<file path="config.mk">
export PLATFORM = sky130hd
export DESIGN_NAME = rom_boot_loader
export DESIGN_NICKNAME = d
export VERILOG_FILES = /design/src/rtl/rom_boot_loader_pkg.sv /design/src/rtl/rom_boot_loader_timeout_cnt.sv /design/src/rtl/rom_boot_loader.sv
export SDC_FILE = /design/constraint.sdc
export NUM_CORES = 1
export LEC_CHECK = 0
export BUFFER_PORTS_ARGS = -buffer_cell sky130_fd_sc_hd__buf_2
export CORE_ASPECT_RATIO = 0.7
export CORE_MARGIN = 4
export CORE_UTILIZATION = 51
export DETAILED_ROUTE_END_ITERATION = 8
export PLACE_DENSITY = 0.72
export SYNTH_ARGS = -nofsm -noshare
export SYNTH_HDL_FRONTEND = slang
export SYNTH_HIERARCHICAL = 1
export SYNTH_SLANG_ARGS = --single-unit
</file>
<file path="constraint.sdc">
create_clock -name ref_clk -period 3.1 [get_ports ref_clk]
set_input_delay 0.155 -clock ref_clk [delete_from_list [all_inputs] [get_ports ref_clk]]
set_output_delay 0.155 -clock ref_clk [all_outputs]
set_load 0.1 [all_outputs]
</file>
<file path="src/rtl/rom_boot_loader_pkg.sv">
// Shared constants and state encoding for the byte-serial ROM boot loader.
package rom_boot_loader_pkg;

    localparam int DATA_WIDTH = 8;
    localparam logic [DATA_WIDTH-1:0] BOOT_HDR = 8'hA5;

    typedef enum logic [2:0] {
        BL_IDLE = 3'd0,
        BL_LEN  = 3'd1,
        BL_DATA = 3'd2,
        BL_CHK  = 3'd3,
        BL_DONE = 3'd4,
        BL_ERR  = 3'd5
    } bl_state_t;

endpackage

</file>
<file path="src/rtl/rom_boot_loader_timeout_cnt.sv">
// Idle-cycle watchdog for an in-progress frame; expire is a combinational
// pulse in the cycle whose closing edge completes the TIMEOUT-th idle cycle.
module boot_timeout_cnt #(
    parameter int TIMEOUT = 1024
) (
    input  logic ref_clk,
    input  logic chip_rst_n,
    input  logic enable,
    input  logic restart,
    output logic expire
);

    localparam int CW = $clog2(TIMEOUT + 1);
    localparam logic [CW-1:0] LIMIT = CW'(TIMEOUT - 1);

    logic [CW-1:0] idle_cnt;

    assign expire = enable && !restart && (idle_cnt == LIMIT);

    always_ff @(posedge ref_clk or negedge chip_rst_n) begin
        if (!chip_rst_n) begin
            idle_cnt <= '0;
        end else if (!enable || restart || expire) begin
            idle_cnt <= '0;
        end else begin
            idle_cnt <= idle_cnt + 1'b1;
        end
    end

endmodule

</file>
<file path="src/rtl/rom_boot_loader.sv">
// Framed byte-serial program loader feeding the controller's ROM write port;
// holds the controller in reset until a frame with a good checksum lands.
module rom_boot_loader
    import rom_boot_loader_pkg::*;
#(
    parameter int ADDR_WIDTH = 8,
    parameter int TIMEOUT    = 1024
) (
    input  logic                  ref_clk,
    input  logic                  chip_rst_n,
    input  logic [DATA_WIDTH-1:0] in_data,
    input  logic                  in_valid,
    output logic                  in_ready,
    output logic                  rom_we,
    output logic [ADDR_WIDTH-1:0] rom_addr,
    output logic [DATA_WIDTH-1:0] rom_wdata,
    output logic                  cpu_hold,
    output logic                  busy,
    output logic                  done,
    output logic                  error
);

    bl_state_t state, state_next;

    logic [ADDR_WIDTH-1:0] addr_cnt;
    logic [DATA_WIDTH-1:0] run_sum;
    logic [8:0]            bytes_left;
    logic                  timeout_expire;

    assign busy     = (state == BL_LEN) || (state == BL_DATA) || (state == BL_CHK);
    assign done     = (state == BL_DONE);
    assign error    = (state == BL_ERR);
    assign cpu_hold = (state != BL_DONE);

    generate
        if (TIMEOUT > 0) begin : g_timeout
            boot_timeout_cnt #(
                .TIMEOUT (TIMEOUT)
            ) u_timeout (
                .ref_clk    (ref_clk),
                .chip_rst_n (chip_rst_n),
                .enable     (busy),
                .restart    (in_valid),
                .expire     (timeout_expire)
            );
        end else begin : g_no_timeout
            assign timeout_expire = 1'b0;
        end
    endgenerate

    always_ff @(posedge ref_clk or negedge chip_rst_n) begin
        if (!chip_rst_n) begin
            state <= BL_IDLE;
        end else begin
            state <= state_next;
        end
    end

    // A received byte always takes priority over an expiring idle count.
    always_comb begin
        state_next = state;
        case (state)
            BL_IDLE: begin
                if (in_valid && (in_data == BOOT_HDR)) state_next = BL_LEN;
            end
            BL_LEN: begin
                if (in_valid)            state_next = BL_DATA;
                else if (timeout_expire) state_next = BL_ERR;
            end
            BL_DATA: begin
                if (in_valid) begin
                    if (bytes_left == 9'd1) state_next = BL_CHK;
                end else if (timeout_expire) begin
                    state_next = BL_ERR;
                end
            end
            BL_CHK: begin
                if (in_valid)            state_next = (in_data == run_sum) ? BL_DONE : BL_ERR;
                else if (timeout_expire) state_next = BL_ERR;
            end
            BL_DONE, BL_ERR: begin
                if (in_valid && (in_data == BOOT_HDR)) state_next = BL_LEN;
            end
            default: state_next = BL_IDLE;
        endcase
    end

    // Length byte of zero stands for a full 256-byte payload.
    always_ff @(posedge ref_clk or negedge chip_rst_n) begin
        if (!chip_rst_n) begin
            in_ready   <= 1'b0;
            rom_we     <= 1'b0;
            rom_addr   <= '0;
            rom_wdata  <= '0;
            addr_cnt   <= '0;
            run_sum    <= '0;
            bytes_left <= '0;
        end else begin
            in_ready <= 1'b1;
            rom_we   <= 1'b0;
            if (in_valid) begin
                case (state)
                    BL_LEN: begin
                        addr_cnt   <= '0;
                        run_sum    <= '0;
                        bytes_left <= (in_data == 8'h00) ? 9'd256 : {1'b0, in_data};
                    end
                    BL_DATA: begin
                        rom_we     <= 1'b1;
                        rom_addr   <= addr_cnt;
                        rom_wdata  <= in_data;
                        addr_cnt   <= addr_cnt + 1'b1;
                        run_sum    <= run_sum + in_data;
                        bytes_left <= bytes_left - 9'd1;
                    end
                    default: ;
                endcase
            end
        end
    end

endmodule
</file>
**After elaboration in Yosys (flattened, before gate mapping)**

Cells that the tools add are included.

- Register bits: 57
- Output and inout bits: 22

- $add $sub $neg: 4
- Equal/unequal tests: 12
- Multiplexer cells: 15
- Reductions and logical operators: 16

Operators by type and width:

| operator | number |
|---|---|
| one-hot mux 8 bit (2 select lines) | 2 |
| two-way mux 3 bit | 6 |
| one-hot mux 9 bit (2 select lines) | 1 |
| one-hot mux 3 bit (4 select lines) | 1 |
| adder 11 x 1 -> 11 bit (second input constant) | 1 |
| == test 11 x 10 -> 1 bit (second input constant) | 1 |
| two-way mux 11 bit | 1 |
| == test 9 x 1 -> 1 bit (second input constant) | 1 |
| two-way mux 9 bit | 1 |
| subtractor 9 x 1 -> 9 bit (second input constant) | 1 |
| adder 8 x 1 -> 8 bit (second input constant) | 1 |
| adder 8 bit | 1 |
| == test 8 bit | 1 |
| == test 8 bit (second input constant) | 1 |
| logical NOT 8 bit | 1 |
| == test 3 x 2 -> 1 bit (second input constant) | 2 |
| == test 3 bit (second input constant) | 2 |
| AND reduction 2 bit | 3 |
| logical OR 1 bit | 4 |
| == test 3 x 1 -> 1 bit (second input constant) | 1 |
| logical AND 1 bit | 3 |
| logical NOT 3 bit | 1 |
| two-way mux 1 bit | 3 |
| != test 3 x 2 -> 1 bit (second input constant) | 1 |
| 5 further kinds | 6 |

**Logic depth before layout (Yosys ltp)**

- Word-level depth: 8
- Gate-level depth with buffers: 9

**Modules after synthesis**

Netlist, hierarchy kept.

Modules (own cells, without submodules):

| module | times used | cells an instance | area each (um^2) | sequential area each (um^2) |
|---|---|---|---|---|
| rom_boot_loader | 1 | 279 | 2,443.6 | 1,151.1 |
| boot_timeout_cnt | 1 | 50 | 553.0 | 275.3 |

**Worst setup path after synthesis**

No wires, ideal clock.

- Kind: reg2reg
- Start: register state[0]
- End: register state[2]
- Arrival time: 2.763 ns
- Setup slack: 0.272 ns
- Cell stages (with the launch flop): 10
- Buffers on the path: 2
- Clock period less this slack: 2.828 ns
- Cell sequence: dfrtp_1 > buf_2 > nor2_1 > nor2_1 > nand2b_1 > clkbuf_1 > nor3_1 > nor2_1 > nor2_1 > o22a_1

- Cells in the longest elaborated chain, start to end: 8
- Elaborated cells on any way between the ends: 19
- Classes of those cells: 7 x eq/ne; 5 x mux; 7 x reduce/logical

Ends and longest elaborated chain:

| element | RTL line | source |
|---|---|---|
| from (decl) | rom_boot_loader.sv:23 | `bl_state_t state, state_next;` |
| from (signal assigned) | rom_boot_loader.sv:55 | `state <= state_next;` |
| == test 3 x 1 -> 1 bit or == test 3 x 2 -> 1 bit (tied branches) | rom_boot_loader.sv:30 | `assign busy = (state == BL_LEN) \|\| (state == BL_DATA) \|\| (state == BL_CHK);` |
| logical OR 1 bit | rom_boot_loader.sv:30 |  |
| logical OR 1 bit * | rom_boot_loader.sv:30 |  |
| net busy | rom_boot_loader.sv:18 | `output logic busy,` |
| logical AND 1 bit * (2 in series) | rom_boot_loader_timeout_cnt.sv:18 | `assign expire = enable && !restart && (idle_cnt == LIMIT);` |
| net timeout_expire | rom_boot_loader.sv:28 | `logic timeout_expire;` |
| two-way mux 3 bit * | -- |  |
| two-way mux 3 bit, on equally long branches | -- |  |
| one-hot mux 3 bit (4 select lines) * | rom_boot_loader.sv:62 | `case (state)` |

The timed path passes the listed nets; every way through them passes the cells marked *.
A chain may end at the register's enable or synchronous reset.

**Worst setup path in the final report**

- Start: register state[1]
- End: register addr_cnt[7]

- Cells in the longest elaborated chain, start to end: 3
- Elaborated cells on any way between the ends: 5
- Classes of those cells: 2 x eq/ne; 1 x mux; 2 x reduce/logical

Ends and longest elaborated chain:

| element | RTL line | source |
|---|---|---|
| == test 3 x 1 -> 1 bit or == test 3 x 2 -> 1 bit (tied branches) | rom_boot_loader.sv:102 | `case (state)` |
| nonzero test 2 bit (no source line) | -- |  |
| AND reduction 2 bit (no source line) | -- |  |
| to (signal assigned) | rom_boot_loader.sv:112 | `addr_cnt <= addr_cnt + 1'b1;` |
| to (decl) | rom_boot_loader.sv:25 | `logic [ADDR_WIDTH-1:0] addr_cnt;` |

Several ways; a longest one is shown, not always the timed one.

==> flow_summary_export.csv <==
group,metric,value,unit
outcome,status,"complete, no violations",
sta,relSlewSlack,37.8,%
sta,rsz0062_at_grt,"false",
routing,num_vias,2509,
synth,synth.distinct_cells,46,
pwr,ir_drop,0.734,mV
synth,async_reset_ff_share,100,%
routing,drt_pass1_iterations,4,
setup_path,cp.required,3350,ps
global_route,grt_usage,20.7,%
cells_and_area,fillers,502,
die,die_x,99.6,µm
sta,fin_skew,3.22,ps
synth,syn_area,0.00300,mm²
die,start_util,52.6,%
cells_and_area,drive_gt1_share,15.8,%
synth,syn_nets,352,
synth,yosys.cell_count.top_type,"nand2_1",
synth,yosysTopAreaCell,"dfrtp_1",
global_route,antenna_found_initial,0,
routing,drc,0,
routing,avgRoutedWirePerCell,15.7,µm
cells_and_area,ff_latch_area,0.00143,mm²
setup_path,start_kind,"register",
sta,clock.fmax,444,MHz
setup_path,path_class,"register to register",
clocking,cts_tree,"built",
sta,drv_slew,0,
synth,synthTopCellsByCount,"nand2_1 (65), dfrtp_1 (57), o21ai_0 (36)",
die,core-area,0.00570,mm²
cells_and_area,multi_input_area,0.00146,mm²
setup_path,crit_top_cell,"buf_4",
cells_and_area,nNetsFinal,385,
routing,wirelength,6920,µm
pwr,power_per_cell_area,965,mW/mm²
cells_and_area,antenna_cells,0,
clocking,cts-root-buf,"clkbuf_8",
setup_path,cp.arrival,2510,ps
setup_path,slowest_delay,530,ps
pwr,p_leak,1.63,nW
sta,hold_violations,0,
clocking,ctsResizeCount,0,
synth,ys_warn_count,6,
placement,hpwl,4860,µm
clocking,clockBufferDepth,2,
die,die-area,0.00719,mm²
cells_and_area,final_area,0.00338,mm²
sta,worst_slack,845,ps
placement,io_buffers,32,
setup_path,cpMaxStageDelayCell,"dfrtp_1",
setup_path,end_kind,"register",
die,pin_count,33,
global_route,grt_pass1_wl,11700,µm
placement,placed_area,0.00320,mm²
sta,worstMarginPinSlew,925,ps
synth,synth_top_cell_area_share,47.6,%
setup_path,cp_max_fo,29,
placement,dp_slack,834,ps
run,max_cap_viol_count,0,
clocking,cts_made_buffers,9,
sta,fin_crit,2250,ps
global_route,overflow,0,
sta,setup_violations,0,
cells_and_area,area_growth,12.9,%
synth,ys_ff_latch,57,
synth,ys_top_cells_by_area,"dfrtp_1 (48%), nand2_1 (8.1%), o21ai_0 (6.0%)",
clocking,htree_levels,3,
clocking,clock-sinks,57,
routing,drt_iter0_markers,116,
sta,timing.setup.tns,0,ps
global_route,grt_max_degree,30,
global_route,grt_pass1_vias,2372,
synth,ys_seq_area_share,47.6,%
synth,synth_cells,329,
routing,ant_nets,0,
min_path,hp-class,"primary input to register",
clocking,post_cts_buffers,0,
clocking,cts-hold-fix-buffers,1,
synth,syn_area_per_cell,9.11,µm²
synth,synth_ff_type,"dfrtp_1",
clocking,cts.clk_slew.worst_paths,60,ps
clocking,clkLatencyLatePin,330,ps
sta,finalCritPeriodShare,72.7,%
routing,post_drt_via_cell_ratio,5.68,
synth,synth_edf_count,0,
die,rows,23,
setup_path,crit_chain,"nor3b_4, nand2_2, buf_4, inv_1, buf_4, nand4_1, o21ai_0",
die,fp.dieH,72.1,µm
placement,place_congestion,0.786,
area by class of cell:
cell class	instances	area share, %
Clock buffer	13	4.70
Clock inverter	3	0.444
Inverter	7	0.777
Multi-Input combinational cell	250	43.2
Sequential cell	57	42.2
Tap cell	75	2.77
Timing Repair Buffer	37	5.92
power breakdown:
group	switching, W	internal, W
clock network	0.000281	0.000330
logic	0.00116	0.000379
registers	0.000180	0.000934
total	0.00162	0.00164
routing by layer:
layer  vias up  routed length (µm)  track usage (%)  share of wire (%)
met3        13                 355             5.86                5.1
met1      1193                3510             29.9                 51
met4         0                  93             7.12                1.3
met2        56                2970             30.3                 43
met5         -                   0                0                  0
li1       1247                   -                -                  -
metrics by stage:
| stage | hold WS, ps | cells | util [%] | total power, W |
|---|---|---|---|---|
| floorplan | -141 | 329 | - | 0.00237 |
| global placement | 229 | 425 | 56.1 | 0.00261 |
| detailed placement | 234 | 425 | 56.1 | 0.00266 |
| CTS | 81.9 | 442 | 59.4 | 0.00328 |
| global route | 99.0 | 442 | 59.4 | 0.00346 |
| finish | 92.9 | 442 | 59.4 | 0.00327 |
logic make-up (layout without fill, tap and decap cells):
group | Yosys count | after routing | share of synthesized area, %
fa+ha+maj | 12 | 12 | 5.26
xor+xnor | 8 | 8 | 2.34
buf+inv | 22 | 60 | 3.59
flops | 57 | 57 | 47.6
other cells | 1 | 1 | 0.125
compound gates | 84 | 84 | 17.0
simple gates | 145 | 145 | 24.1
worst paths after layout:
check	cells past startpoint	slack, ps	endpoint	startpoint
max reg2reg	7	850	addr_cnt[7]	state[1]
min reg2reg	2	470	rom_addr[3]	rom_addr[3]
max	7	850	addr_cnt[7]	state[1]
min in group asynchronous	2	390	g_timeout.u_timeout/idle_cnt[7]	chip_rst_n
min	3	90	rom_wdata[2]	in_data[2]
max in group asynchronous	3	1890	addr_cnt[6]	chip_rst_n
worst max-delay path: cells and delay by family (launching register included):
family / cells / cell delay, ps
and+or+nand+nor: 3 / 620
buffers and inverters: 3 / 870
DFF: 1 / 530
AOI/OAI and AO/OA: 1 / 150
state kept, by name, summed over array words and instances, names as in the netlist:
signal / count
rom_addr: 8
rom_we: 1
rom_wdata: 8
in_ready: 1
g_timeout.u_timeout/idle_cnt: 11
addr_cnt: 8
bytes_left: 9
state: 3
run_sum: 8
cells in the final DEF (no fill, tap or decap), types with 4 or more instances in the layout:
cell / synthesis / layout
buf_2: 2 / 32
ha_1: 11 / 11
buf_4: 0 / 4
nor3_1: 9 / 9
nand4_1: 4 / 4
nand2_1: 65 / 65
dfrtp_1: 57 / 57
xnor2_1: 4 / 4
a21oi_1: 16 / 16
a31oi_1: 4 / 4
xor2_1: 4 / 4
a22o_1: 4 / 4
nor2_1: 21 / 21
nor4_1: 7 / 7
a211oi_1: 6 / 6
nand3_1: 11 / 11
o31ai_1: 4 / 4
o211ai_1: 4 / 4
o21ai_0: 36 / 36
and3_1: 7 / 7
inv_1: 7 / 7
clkbuf_8: 0 / 11
No activity file was read; power rests on OpenSTA's default activity.
